File: config.mk
export PLATFORM = sky130hd
export DESIGN_NAME = instr_fetch_queue
export DESIGN_NICKNAME = d
export VERILOG_FILES = /design/src/rtl/fetch_pkg.sv /design/src/rtl/fetch_fifo.sv /design/src/rtl/instr_fetch_queue.sv
export SDC_FILE = /design/constraint.sdc
export NUM_CORES = 1
export LEC_CHECK = 0
export BUFFER_PORTS_ARGS = -buffer_cell sky130_fd_sc_hd__buf_2
export CORE_UTILIZATION = 53
export DETAILED_ROUTE_END_ITERATION = 10
export HOLD_SLACK_MARGIN = 0.06
export PLACE_DENSITY = 0.88
export SYNTH_ARGS = -nofsm -noshare
export SYNTH_HDL_FRONTEND = slang
export SYNTH_SLANG_ARGS = --single-unit
export TNS_END_PERCENT = 50
File: constraint.sdc
create_clock -name clk -period 2.3 [get_ports clk]
set_input_delay 0.46 -clock clk [delete_from_list [all_inputs] [get_ports clk]]
set_output_delay 0.46 -clock clk [all_outputs]
set_load 0.01 [all_outputs]
File: src/rtl/fetch_pkg.sv
// Shared defaults and entry layout for the instruction fetch queue.
// Latency: n/a (types and parameters only).
// Backpressure: n/a.
package fetch_pkg;
    localparam int PC_W_DEF   = 6;
    localparam int DATA_W_DEF = 32;
    localparam int DEPTH_DEF  = 4;

    typedef struct packed {
        logic [PC_W_DEF-1:0]   pc;
        logic [DATA_W_DEF-1:0] instr;
    } entry_t;
endpackage

File: src/rtl/fetch_fifo.sv
// Generic synchronous FIFO with flush, occupancy count and registered head.
// Latency: a push becomes visible at the head after the next edge (no fall-through).
// Backpressure: caller must not push when full unless popping in the same cycle.
module fetch_fifo
    import fetch_pkg::*;
#(
    parameter int WIDTH = $bits(entry_t),
    parameter int DEPTH = DEPTH_DEF
) (
    input  logic                     clk,
    input  logic                     reset,
    input  logic                     push,
    input  logic                     pop,
    input  logic                     flush,
    input  logic [WIDTH-1:0]         push_dat,
    output logic [WIDTH-1:0]         head_dat,
    output logic                     full,
    output logic                     empty,
    output logic [$clog2(DEPTH):0]   count
);
    localparam int AW = $clog2(DEPTH);
    localparam int CW = AW + 1;
    localparam logic [CW-1:0] DEPTH_C = CW'(DEPTH);

    logic [WIDTH-1:0] mem [DEPTH];
    logic [AW-1:0]    wr_ptr;
    logic [AW-1:0]    rd_ptr;

    always_ff @(posedge clk or negedge reset) begin
        if (!reset) begin
            wr_ptr <= '0;
            rd_ptr <= '0;
            count  <= '0;
            for (int i = 0; i < DEPTH; i++) mem[i] <= '0;
        end else if (flush) begin
            wr_ptr <= '0;
            rd_ptr <= '0;
            count  <= '0;
        end else begin
            if (push) begin
                mem[wr_ptr] <= push_dat;
                wr_ptr      <= wr_ptr + 1'b1;
            end
            if (pop) rd_ptr <= rd_ptr + 1'b1;
            case ({push, pop})
                2'b10:   count <= count + 1'b1;
                2'b01:   count <= count - 1'b1;
                default: count <= count;
            endcase
        end
    end

    assign head_dat = mem[rd_ptr];
    assign full     = (count == DEPTH_C);
    assign empty    = (count == '0);
endmodule

File: src/rtl/instr_fetch_queue.sv
// Fetch stage: owns the PC, reads imem combinationally, buffers {pc, instr} for the decoder.
// Latency: word fetched on edge N is presented from cycle N+1; redirect costs a 2-cycle bubble.
// Backpressure: out_ready=0 fills the buffer, then the PC holds until a pop frees a slot.
module instr_fetch_queue
    import fetch_pkg::*;
#(
    parameter int PC_W   = PC_W_DEF,
    parameter int DATA_W = DATA_W_DEF,
    parameter int DEPTH  = DEPTH_DEF
) (
    input  logic                     clk,
    input  logic                     reset,
    input  logic                     enable,
    output logic [PC_W-1:0]          imem_addr,
    input  logic [DATA_W-1:0]        imem_data,
    input  logic                     redirect_valid,
    input  logic [PC_W-1:0]          redirect_pc,
    output logic                     out_valid,
    input  logic                     out_ready,
    output logic [DATA_W-1:0]        out_instr,
    output logic [PC_W-1:0]          out_pc,
    output logic [$clog2(DEPTH):0]   count
);
    localparam int ENTRY_W = PC_W + DATA_W;

    logic [PC_W-1:0]    pc;
    logic               push;
    logic               pop;
    logic               full;
    logic               empty;
    logic [ENTRY_W-1:0] head_dat;

    // A head shown during a redirect is never considered transferred.
    assign pop  = out_valid & out_ready & ~redirect_valid;
    assign push = enable & ~redirect_valid & (~full | pop);

    always_ff @(posedge clk or negedge reset) begin
        if (!reset)              pc <= '0;
        else if (redirect_valid) pc <= redirect_pc;
        else if (push)           pc <= pc + 1'b1;
    end

    fetch_fifo #(
        .WIDTH (ENTRY_W),
        .DEPTH (DEPTH)
    ) u_fifo (
        .clk      (clk),
        .reset    (reset),
        .push     (push),
        .pop      (pop),
        .flush    (redirect_valid),
        .push_dat ({pc, imem_data}),
        .head_dat (head_dat),
        .full     (full),
        .empty    (empty),
        .count    (count)
    );

    assign imem_addr = pc;
    assign out_valid = ~empty;
    assign out_pc    = out_valid ? head_dat[ENTRY_W-1:DATA_W] : '0;
    assign out_instr = out_valid ? head_dat[DATA_W-1:0] : '0;
endmodule

**Yosys cells after proc, flatten, opt, wreduce, memory -nomap -nowiden**

Index checks and enable logic that the tools add are counted.
Widths: inputs -> output; s select.

- Add/subtract/negate cells: 5
- $lt $le $gt $ge: 3
- Reductions and logical operators: 6
- Equal/unequal tests: 3
- Mux-type cells: 16
- Bitwise logic cells: 10

Operators with widths:

| cell | count |
|---|---|
| $bwmux 152 | 1 |
| $mux 38 | 3 |
| $bmux 38 s2 | 1 |
| $demux 38 s2 | 1 |
| $mux 32 | 1 |
| $mux 6 | 3 |
| $mux 2 | 4 |
| $add 6x1->6 const B | 1 |
| $ge 3x3->1 const B | 2 |
| $not 2->3 | 2 |
| $pmux 3 s2 | 1 |
| $add 2x1->2 const B | 2 |
| $and 1x1->1 | 4 |
| $reduce_bool 2->1 | 2 |
| $add 3x1->3 const B | 1 |
| $eq 3x3->1 const B | 1 |
| $logic_not 3->1 | 1 |
| $lt 3x1->1 const B | 1 |
| $mux 3 | 1 |
| $not 1->1 | 3 |
| $reduce_bool 3->1 | 1 |
| $sub 3x1->3 const B | 1 |
| $eq 2x1->1 const B | 1 |
| $eq 2x2->1 const B | 1 |
| 3 further kinds | 3 |

- Bits in registers: 165
- Bits of input ports: 43
- Logic and storage cells: 51

**Logic depth before layout (Yosys ltp)**

Gate-level depths: netlist of run 1.

- Depth in word-level cells: 9
- Gate-level depth with buffers: 7

**Hierarchy**

Synthesis of run 1 repeated with hierarchy kept, for this count alone.

- Cell total of the unflattened synthesis: 503
- Area, all modules: 8017.7 um2

By module, submodules not included:

| module | seq. area each (um2) | area an instance (um2) | cells each | times used |
|---|---|---|---|---|
| fetch_fifo | 3978.8 | 7317.0 | 410 | 1 |
| instr_fetch_queue | 150.1 | 700.7 | 93 | 1 |

**Worst setup path before layout of run 1**

No wires, ideal clock.

- Path kind: register to register
- Start: reg u_fifo.count[1]
- End: reg u_fifo.count[2]
- Path slack: -0.052 ns
- Data arrival time: 2.215 ns
- Cell stages (with the launch flop): 8
- Cells stage by stage: dfrtp_1 > clkbuf_1 > o31ai_1 > nor3_1 > fa_1 > or3b_2 > a32oi_1 > a31oi_1

- Longest elaborated chain between the ends: 9
- Elaborated cells between the ends (all ways): 15
- Those cells by class: 2 x add/sub; 3 x eq/ne; 2 x mux; 6 x bitwise; 2 x reduce/logical

RTL lines:

| what | RTL line | source |
|---|---|---|
| start: declaration | fetch_fifo.sv:19 | `output logic [$clog2(DEPTH):0] count` |
| start signal: assignment | fetch_fifo.sv:46 | `2'b10: count <= count + 1'b1;` |
| start signal: assignment | fetch_fifo.sv:47 | `2'b01: count <= count - 1'b1;` |
| start signal: assignment | fetch_fifo.sv:48 | `default: count <= count;` |
| $logic_not 3->1 | fetch_fifo.sv:55 | `assign empty = (count == '0);` |
| $not 1->1 | instr_fetch_queue.sv:60 | `assign out_valid = ~empty;` |
| $and 1x1->1 (2 in series) | instr_fetch_queue.sv:34 | `assign pop = out_valid & out_ready & ~redirect_valid;` |
| $or 1x1->1 | instr_fetch_queue.sv:35 | `assign push = enable & ~redirect_valid & (~full \| pop);` |
| $and 1x1->1 | instr_fetch_queue.sv:35 |  |
| $eq 2x1->1 or $eq 2x2->1 (tied branches) | fetch_fifo.sv:45 | `case ({push, pop})` |
| $pmux 3 s2 | fetch_fifo.sv:45 |  |
| $mux 3 | fetch_fifo.sv:35 | `end else if (flush) begin` |

Parallel ways exist; a longest one is shown, timed or not.
A chain may end at the register's enable or synchronous reset.

**Worst setup path in the final report of run 1**

- Start: reg u_fifo.rd_ptr[0]
- End: out out_instr[20]

- Longest elaborated chain between the ends: 5

RTL lines:

| what | RTL line | source |
|---|---|---|
| start: declaration | fetch_fifo.sv:27 | `logic [AW-1:0] rd_ptr;` |
| start signal: assignment | fetch_fifo.sv:44 | `if (pop) rd_ptr <= rd_ptr + 1'b1;` |
| $not 2->3 (implied by the code) | fetch_fifo.sv:53 | `assign head_dat = mem[rd_ptr];` |
| $bmux 38 s2 | fetch_fifo.sv:53 |  |
| $mux 38 (implied by the code) (2 in series) | fetch_fifo.sv:53 |  |
| $mux 32 | instr_fetch_queue.sv:62 | `assign out_instr = out_valid ? head_dat[DATA_W-1:0] : '0;` |
| end: declaration | instr_fetch_queue.sv:20 | `output logic [DATA_W-1:0] out_instr,` |

Every way passes these cells. The select of a mux whose other input is x is not followed.

==> results of run 1 <==
stage by stage:
step / cell area (um^2) / setup TNS [ns] / std cells / power [mW]
6_report: 9880 / -2.33 / 814 / 9.97
5_1_grt: 9880 / -4.52 / 814 / 10.4
4_1_cts: 9730 / -2.96 / 810 / 9.82
3_5_place_dp: 8830 / 0 / 773 / 6.40
3_3_place_gp: 8830 / 0 / 773 / 6.20
2_1_floorplan: 8150 / 0 / 513 / 5.66
worst max-delay path by stage:
stage,cells past startpoint,start,endpoint,slack (ns)
floorplan,7,u_fifo.count[1],u_fifo.count[2],0.003
global placement,7,out_ready,u_fifo.count[2],0.15
detailed placement,7,out_ready,u_fifo.count[2],0.07
CTS,5,u_fifo.rd_ptr[0],out_pc[0],-0.11
global route,5,u_fifo.rd_ptr[0],out_instr[20],-0.17
finish,5,u_fifo.rd_ptr[0],out_instr[20],-0.12
metal layers:
metal	part of all wire, %	track usage, %
met5	0	0
met4	1.8	9.50
met3	3.7	4.59
met2	52	41.3
met1	42	32.7
flip-flops by register name (all words and copies together) (netlist names):
register	count
u_fifo.mem	152
imem_addr	6
u_fifo.count	3
u_fifo.rd_ptr	2
u_fifo.wr_ptr	2
synthesized netlist by cell type (2+ instances only):
library cell / n / share of area [%]
mux2_2: 72 / 10
mux2i_1: 2 / 0.25
nand3_1: 7 / 0.43
ha_1: 5 / 0.77
or3_1: 2 / 0.15
dfrtp_1: 165 / 51
o31ai_1: 2 / 0.18
or4_1: 3 / 0.28
buf_4: 4 / 0.37
a31oi_1: 4 / 0.31
nand2b_1: 2 / 0.15
nor4b_1: 2 / 0.22
buf_2: 5 / 0.31
and2_1: 39 / 3.0
a21oi_1: 3 / 0.18
buf_6: 6 / 0.83
o211ai_1: 2 / 0.18
buf_12: 8 / 2.0
inv_1: 6 / 0.28
nor2b_1: 2 / 0.15
a211oi_1: 2 / 0.18
mux4_2: 38 / 11
nand2_1: 3 / 0.14
nand4_1: 2 / 0.15
clkbuf_1: 14 / 0.65
mux2_4: 80 / 15
nand3_2: 4 / 0.49
xor2_1: 3 / 0.32
nor2_1: 6 / 0.28
o21ai_0: 7 / 0.43
power by group through the flow:
| stage | logic, mW | registers [mW] | clock network (mW) |
|---|---|---|---|
| final | 2.62 | 4.15 | 3.20 |
| after global routing | 2.80 | 4.21 | 3.35 |
| after CTS | 2.48 | 4.11 | 3.22 |
| after detailed placement | 2.27 | 4.13 | 0 |
| after global placement | 2.17 | 4.03 | 0 |
| after floorplan | 1.70 | 3.96 | 0 |
worst reg2reg max path, cell delays in order, from the launching register on:
cell	delay, ns
dfrtp_1	0.42
o31ai_2	0.32
nor3_1	0.11
fa_1	0.45
or3b_2	0.49
a32oi_1	0.21
a31oi_1	0.10
final cells by class:
| cell class | instances | area, um^2 | share of cell area (%) |
|---|---|---|---|
| antenna | 1 | 2.50 | 0.0253 |
| clock buffer | 23 | 498 | 5.04 |
| clock inverter | 9 | 170 | 1.72 |
| inverter | 6 | 22.5 | 0.228 |
| multi-input combinational | 305 | 3750 | 38.0 |
| sequential | 165 | 4130 | 41.8 |
| tap | 184 | 230 | 2.33 |
| timing repair buffer | 121 | 1080 | 10.9 |
cell families (layout without fill, tap and decap cells):
kind of cell             count (synthesis)  after routing
XOR/XNOR                                 3              3
other                                    0              1
buffers and inverters                   43            159
multiplexers                           192            192
flip-flops                             165            165
AND/OR/NAND/NOR                         78             78
adder cells (fa/ha/maj)                  6              6
AO/OA/AOI/OAI                           26             26
what timing repair did:
action                                  CTS  global route
hold endpoints to repair                 47             0
endpoints found under the setup margin   39            38
buffers inserted                          2             2
pin swaps                                20             0
cloned                                    2             1
resized for setup                        33            30
hold buffers                              1             0
==> qor.yml, run 1 <==
status: "complete, but fails checks"
violations: "negative setup slack"
synth_top_family_by_area: "multiplexers"
path_cells: "buf_4 -> buf_12 -> mux4_2 -> and2_4 -> buf_2"
drc_errors: 0
die_x_um: 126
min_period_ns: 2.42
r2r_end: "u_fifo.count[2]"
maxCapViolations: 0
grt_pass1_wl_mm: 29.9
setup_viol: 38
syn_to_final_growth_pct: 21.3
pin_count: 91
hold_path_end: "imem_addr[3]"
clkPwrFrac_pct: 32.1
rows: 44
portBuffers: 90
clk_pin_slew_worst_paths_ns: 0.06
end_kind: "output pin"
crit_fanout: 6
syn_inst: 513
intPower_mw: 7.43
muxShareOfSynthArea_pct: 35.4
drt_iter0_markers: 252
grt_usage_pct: 24.9
yosysUniqueCellTypes: 43
hold_path_depth: 3
dieArea_um2: 15900
synth-simple-area-share_pct: 6.07
leakagePower_nw: 4.74
fin_ws_ns: -0.119
finalHoldWorstSlack_ns: 0.248
detail_route.wl_per_cell_um: 23.0
worstHoldPathType: "in -> reg"
min-delay-start: "redirect_pc[3]"
skew_ns: 0.00567
final_common_cell: "dfrtp_1"
vias_per_cell: 6.01
worst_pin_slew_ns: 0.477
antenna_found_initial: 1
routed_wl_mm: 18.7
powerDensity_nw_per_um2: 1010
design.core.area_um2: 14800
dpl.hpwl_mm: 11.3
pwr-share-comb_pct: 26.3
routabilityCongestion: 0.829
fmax_mhz: 413
rsz0062_at_grt: "true"
max_stage_delay_ns: 0.51
p_sw_mw: 2.54
r2r_start: "u_fifo.count[1]"
clock_latency_ns: 0.43
numCtsBuffers: 17
synth-warning-count: 0
critPathSlowestCell: "mux4_2"
r2r.worst_path.cells: 6
finalHoldViolations: 0
crit_arrival_ns: 1.96
synth_fa_ha_area_share_pct: 1.01
final_antenna_net_count: 0
cts-root-buf: "clkbuf_16"
cts_tree: "yes"
floorplan.initialDensity_pct: 55.2
utilization_pct: 67.0
crit_required_ns: 1.84
peakVddDrop_mv: 0.609
layout_common_cells: "dfrtp_1, mux2_4, mux2_2"
start_kind: "flop"
fp.dieH_um: 126
grt_max_degree: 51
fin_nets: 665
dp_slack_ns: 0.0673
drv_slew: 0
synthXorXnorAreaFrac_pct: 0.323
critPathTopFamily: "multiplexers"
cts_max_level: 4
ys.flop_type: "dfrtp_1"
yosysSeqAreaShare_pct: 50.7
fin_crit_sh_pct: 105
cts_buffer_depth: 2
dr.pass1.iters: 4
async_flop_share_pct: 100
via_count: 4890
synth_edf_count: 0
relSlewSlack_pct: 67.8
synth_nets: 562
regToRegSetupSlack_ns: 0.08
p_seq_share_pct: 41.6
cts.sinks: 165
cp_num_buf_inv: 3
synth-compound-area-share_pct: 2.07
fillers: 972
ys_ff_latch: 165
layout-drive-gt1-share_pct: 61.2
worstSetupPathType: "reg -> out"
grt_overflow: 0
switching_share_pct: 25.5
syn_area_um2: 8150
avgSynthCellArea_um2: 15.9
grt_pass1_vias: 5362
Note: power is estimated with default switching activity, not from simulation.
==> inputs of run 2 (changes only) <==
--- a/config.mk
+++ b/config.mk
@@ -8,6 +8,6 @@
 export BUFFER_PORTS_ARGS = -buffer_cell sky130_fd_sc_hd__buf_2
-export CORE_UTILIZATION = 53
+export CORE_UTILIZATION = 59
 export DETAILED_ROUTE_END_ITERATION = 10
 export HOLD_SLACK_MARGIN = 0.06
-export PLACE_DENSITY = 0.88
+export PLACE_DENSITY = 0.92
 export SYNTH_ARGS = -nofsm -noshare
==> constraint.sdc (replaced) <==
create_clock -name clk -period 2.6 [get_ports clk]
set_input_delay 0.65 -clock clk [delete_from_list [all_inputs] [get_ports clk]]
set_output_delay 0.65 -clock clk [all_outputs]
set_load 0.01 [all_outputs]
==> run 2 against run 1 <==
Die area shrank 10%. The run still ends with negative setup slack left. Critical path depth is the same. Clock power shrank 18%. Via count grew 1.0%. Largest cell class unchanged. Sequential cell count is the same. Register-to-register slack gained 0.20 ns. Global-route usage grew 3.3 points. Final area shrank 2.8%. Final cell count shrank 1.4%. Highest routed layer unchanged. Power shrank 15%.
==> qor.yml, run 2 (same netlist as run 1, synthesis figures left out) <==
grt_pass1_vias: 5468  # +2.0%
leakagePower_nw: 4.61  # -2.6%
fmax_mhz: 382
clk_pin_slew_worst_paths_ns: 0.06  # about the same
pin_count: 91  # unchanged
layout-drive-gt1-share_pct: 58.1  # -3.1 points
top_register: "u_fifo.mem"
cts_max_level: 4  # unchanged
detail_route.wl_per_cell_um: 24.4  # +6.3%
drc_errors: 0  # unchanged
design.core.area_um2: 13300  # -9.5%
intPower_mw: 6.22  # -16%
final_common_cell: "dfrtp_1"
powerDensity_nw_per_um2: 886  # -12%
fin_nets: 663  # -0.30%
min_period_ns: 2.62
worstHoldPathType: "in -> async"
p_seq_share_pct: 43.6  # +2.0 points
setup_viol: 3  # -92%
dpl.cell_count: 764  # -1.2%
floorplan.initialDensity_pct: 61.0  # +5.8 points
skew_ns: 0.00727  # +0.00160 ns
status: "complete, but fails checks"
fin_crit_sh_pct: 101
final_antenna_net_count: 0  # unchanged
drt_iter0_markers: 349  # +38%
layout_common_cells: "dfrtp_1, buf_2, mux2_4"
antenna_found_initial: 1  # unchanged
cts-root-buf: "clkbuf_16"
final_cell_area_um2: 9600  # -2.8%
violations: "negative setup slack"
maxCapViolations: 0  # unchanged
clkPwrFrac_pct: 30.7  # -1.4 points
switching_share_pct: 26.9  # +1.4 points
grt_pass1_wl_mm: 30.2  # +1.1%
largest_reg_flops: 152  # unchanged
routabilityCongestion: 0.813  # -2.0%
grt_overflow: 0  # unchanged
p_sw_mw: 2.29  # -9.9%
final_cell_count_no_fill: 803  # -1.4%
cts_hold_buf: 0  # -1
finalHoldViolations: 0  # unchanged
clock_latency_ns: 0.43  # about the same
finalHoldWorstSlack_ns: 0.238  # -0.00990 ns
cts_tree: "yes"
dieArea_um2: 14300  # -10%
end_kind: "output pin"
crit_arrival_ns: 1.97  # about the same
peakVddDrop_mv: 0.588  # -3.4%
portBuffers: 90  # unchanged
die_x_um: 120  # -5.1%
cts.sinks: 165  # unchanged
syn_to_final_growth_pct: 17.9
dpl.hpwl_mm: 11.2  # -1.0%
postPlaceCellArea_um2: 8770  # -0.68%
crit_required_ns: 1.95  # +0.11 ns
numCtsBuffers: 17  # unchanged
dr.pass1.iters: 4  # unchanged
fin_ws_ns: -0.0205  # +0.0986 ns
grt_max_degree: 76  # +49%
drv_slew: 0  # unchanged
start_kind: "flop"
rsz0062_at_grt: "true"
via_count: 4939  # +1.0%
pwr-share-comb_pct: 25.7  # -0.6 points
relSlewSlack_pct: 53.3  # -15 points
cts_buffer_depth: 2  # unchanged
utilization_pct: 71.9  # +5.0 points
worstSetupPathType: "reg -> out"
vias_per_cell: 6.15  # +2.4%
rows: 42  # -4.5%
grt_usage_pct: 28.2  # +3.3 points
crit_fanout: 8  # +2
power.total_mw: 8.51  # -15%
routed_wl_mm: 19.6  # +4.8%
fp.dieH_um: 120  # -5.1%
worst_pin_slew_ns: 0.701  # +0.224 ns
## run 2: path summary, 6_finish.rpt
path                             startpoint  cells past startpoint              end  slack, ns
min                                   reset                      1   u_fifo.mem[72]       0.24
min reg2reg                  u_fifo.mem[39]                      1   u_fifo.mem[39]       0.50
max reg2reg                 u_fifo.count[2]                      6  u_fifo.count[2]       0.28
max in group asynchronous             reset                      2   u_fifo.mem[53]       1.63
min in group clk             redirect_pc[3]                      3     imem_addr[3]       0.45
max                        u_fifo.rd_ptr[0]                      5     out_instr[4]      -0.02
## run 2: power groups by stage
stage | Sequential (mW) | Clock, mW | Combinational [mW]
4_1_cts | 3.67 | 2.61 | 2.06
3_3_place_gp | 3.59 | 0 | 1.89
2_1_floorplan | 3.50 | 0 | 1.51
5_1_grt | 3.75 | 2.72 | 2.33
6_report | 3.71 | 2.62 | 2.19
3_5_place_dp | 3.67 | 0 | 1.99
## run 2: critical path: stages, from the launching register on
cell and delay (ns):
dfrtp_2 0.37, buf_12 0.15, buf_12 0.15, mux4_2 0.54, and2_4 0.18, buf_2 0.14
## run 2: metrics by stage
stage | worst slack (ns) | TNS (ns)
floorplan | 0.248 | 0
global placement | 0.268 | 0
detailed placement | 0.225 | 0
CTS | 0.00251 | 0
global route | -0.0510 | -0.427
finish | -0.0205 | -0.0270
## run 2: what timing repair did
action / 4_1_cts / 5_1_grt
setup endpoints to repair: 38 / 38
pin swaps: 0 / 1
setup buffers: 1 / 4
cloned: 0 / 2
gates resized for setup: 10 / 24
## run 2: per-layer routing
layer / global-route usage, % / routed length (um) / share of wire [%]
met1: 35.8 / 7880 / 40
met2: 46.5 / 10200 / 52
met3: 6.37 / 928 / 4.7
met4: 12.7 / 558 / 2.8
met5: 0 / 0 / 0
## run 2: area by class of cell
cell class,instances,area [um^2]
diodes,1,2.50
clock buffers,23,488
clock inverters,8,123
fillers,813,3750
inverters,6,22.5
multi-input cells,305,3690
flip-flops and latches,165,4140
well taps,176,220
repair buffers,119,916
==> inputs of run 3 (changes only) <==
Settings changed: CORE_UTILIZATION 59 to 60, CTS_BUF_LIST set to sky130_fd_sc_hd__clkbuf_8, GPL_TIMING_DRIVEN set to 0, PLACE_DENSITY 0.92 to 0.93.
==> run 3 against run 2 <==
Largest power group unchanged. Critical endpoint is now out_instr[7]. The flow still finishes with violations (negative setup slack). Die area shrank 1.6%. Core utilization shrank 1.1 points. Register-to-register slack lost 0.16 ns. First-iteration DRC count shrank 2.0%. Critical path depth shrank 1. Highest routed layer unchanged. Hold slack lost 0.055 ns. Via count shrank 1.1%. Clock power shrank 24%. Maximum frequency is essentially flat. Final area shrank 2.3%.
==> qor.yml, run 3 (same netlist as run 1, synthesis figures left out) <==
status: "complete, but fails checks"
violations: "negative setup slack"
cts-root-buf: "clkbuf_8"
dieArea_um2: 14000  # -1.6%
final-seq-area_um2: 4130  # -0.15%
pin_count: 91  # unchanged
cts_buffer_depth: 2  # unchanged
design.core.area_um2: 13200  # -0.79%
cts_tree: "yes"
dpl.hpwl_mm: 11.4  # +1.4%
r2r.worst_path.cells: 7  # +1
worst_pin_slew_ns: 0.715  # +0.0136 ns
finalHoldViolations: 0  # unchanged
antenna_found_initial: 0  # -1
vias_per_cell: 6.03  # -2.0%
setup_viol: 2  # -1
drc_errors: 0  # unchanged
start_kind: "flop"
n_antenna_cell: 0  # -1
clock_latency_ns: 0.46  # +0.03 ns
drt_iter0_markers: 342  # -2.0%
worstSetupPathType: "reg -> out"
end_kind: "output pin"
path_cells: "buf_6 -> mux4_2 -> and2_1 -> buf_2"
grt_max_degree: 99  # +30%
grt_overflow: 0  # unchanged
routabilityCongestion: 0.820  # +0.92%
cp_num_buf_inv: 2  # -1
floorplan.initialDensity_pct: 61.5  # +0.48 points
r2r_start: "u_fifo.count[1]"
crit_path_end: "out_instr[7]"
leakagePower_nw: 4.55  # -1.4%
layout-drive-gt1-share_pct: 55.8  # -2.3 points
drv_slew: 0  # unchanged
top_register: "u_fifo.mem"
fin_ws_ns: -0.0229  # -0.00239 ns
worstHoldPathType: "in -> async"
layout_common_cells: "dfrtp_1, buf_2, mux2_4"
cp_num_cells: 4  # -1
grt_usage_pct: 26.4  # -1.8 points
via_count: 4884  # -1.1%
utilization_pct: 70.8  # -1.1 points
detail_route.wl_per_cell_um: 21.3  # -13%
fillers: 843  # +3.7%
routed_wl_mm: 17.2  # -12%
die_x_um: 119  # -0.82%
cts_max_level: 4  # unchanged
crit_fanout: 10  # +2
multiInputGateArea_um2: 3670  # -0.61%
grt_pass1_vias: 5373  # -1.7%
final_cell_count_no_fill: 810  # +0.87%
r2r_end: "u_fifo.count[2]"
cts.sinks: 165  # unchanged
regToRegSetupSlack_ns: 0.12  # -0.16 ns
final_common_cell: "dfrtp_1"
critPathTopFamily: "multiplexers"
fp.dieH_um: 119  # -0.82%
crit_arrival_ns: 1.97  # about the same
relSlewSlack_pct: 51.7  # -1.6 points
powerDensity_nw_per_um2: 815  # -8.1%
maxCapViolations: 0  # unchanged
numCtsBuffers: 17  # unchanged
power.total_mw: 7.64  # -10%
fin_setup_tns_ns: -0.0272  # -0.000206 ns
grt_pass1_wl_mm: 28.1  # -6.9%
largest_reg_flops: 152  # unchanged
max_stage_delay_ns: 0.54  # about the same
syn_to_final_growth_pct: 15.1
rsz0062_at_grt: "true"
min_period_ns: 2.62  # +0.00239 ns
fmax_mhz: 381  # about the same
dpl.cell_count: 780  # +2.1%
final_antenna_net_count: 0  # unchanged
fin_crit_sh_pct: 101  # about the same
clk_pin_slew_worst_paths_ns: 0.08  # +0.02 ns
rows: 42  # unchanged
crit_required_ns: 1.95  # about the same
peakVddDrop_mv: 0.406  # -31%
critPathSlowestCell: "mux4_2"
dr.pass1.iters: 4  # unchanged
portBuffers: 90  # unchanged
finalHoldWorstSlack_ns: 0.183  # -0.0549 ns
worstSetupStartpoint: "u_fifo.rd_ptr[0]"
skew_ns: 0.00857  # +0.00130 ns
fin_nets: 672  # +1.4%
run 3: cell types whose count changed in the layout (fill, tap and decap cells not counted), sizes merged:
cell,previous run,this run
clkbuf,25,31
buf,117,116
inv,6,9
diode,1,0
clkinv,2,3
clkinvlp,3,1
bufinv,3,4
run 3: through the flow:
stage / cell area, um^2 / worst slack [ns]
global route: 9380 / -0.0847
floorplan: 8150 / 0.248
global placement: 8820 / -1.30
finish: 9380 / -0.0229
detailed placement: 8850 / -0.122
CTS: 9370 / -0.0363
run 3: cell type report:
| class | count | share of cell area (%) |
|---|---|---|
| multi-input cells | 305 | 39.1 |
| plain buffers | 35 | 4.43 |
| clock inverters | 11 | 1.69 |
| repair buffers | 93 | 5.32 |
| clock buffers | 19 | 2.79 |
| inverters | 6 | 0.240 |
| flip-flops and latches | 165 | 44.1 |
| well taps | 176 | 2.35 |
run 3: how the worst min path moves through the flow:
stage | from | to | slack [ns] | cells past startpoint
2_1_floorplan | reset | imem_addr[0] | 0.35 | 0
3_3_place_gp | u_fifo.mem[71] | u_fifo.mem[71] | 0.48 | 1
3_5_place_dp | u_fifo.mem[63] | u_fifo.mem[63] | 0.49 | 1
4_1_cts | reset | u_fifo.mem[127] | 0.19 | 1
5_1_grt | reset | u_fifo.mem[127] | 0.22 | 1
6_report | reset | u_fifo.mem[89] | 0.18 | 1
run 3: repair_timing:
action | CTS | global route
hold buffers | 0 | 0
endpoints found under the hold margin | 0 | 0
pin swaps | 1 | 0
resized for setup | 31 | 2
setup buffers | 2 | 0
endpoints found under the setup margin | 40 | 39
run 3: layer usage:
metal	wire, um	vias up	part of all wire [%]	GRT usage (%)
met5	0	-	0	0
met4	520	0	3.0	11.3
met3	780	50	4.5	5.94
met2	8750	173	51	43.2
met1	7180	2566	42	34.2
li1	-	2095	-	-
run 3: where the power goes:
group	internal (mW)	switching [mW]	total [mW]
sequential	3.22	0.403	3.62
combinational	1.31	0.732	2.04
clock	1.08	0.899	1.98
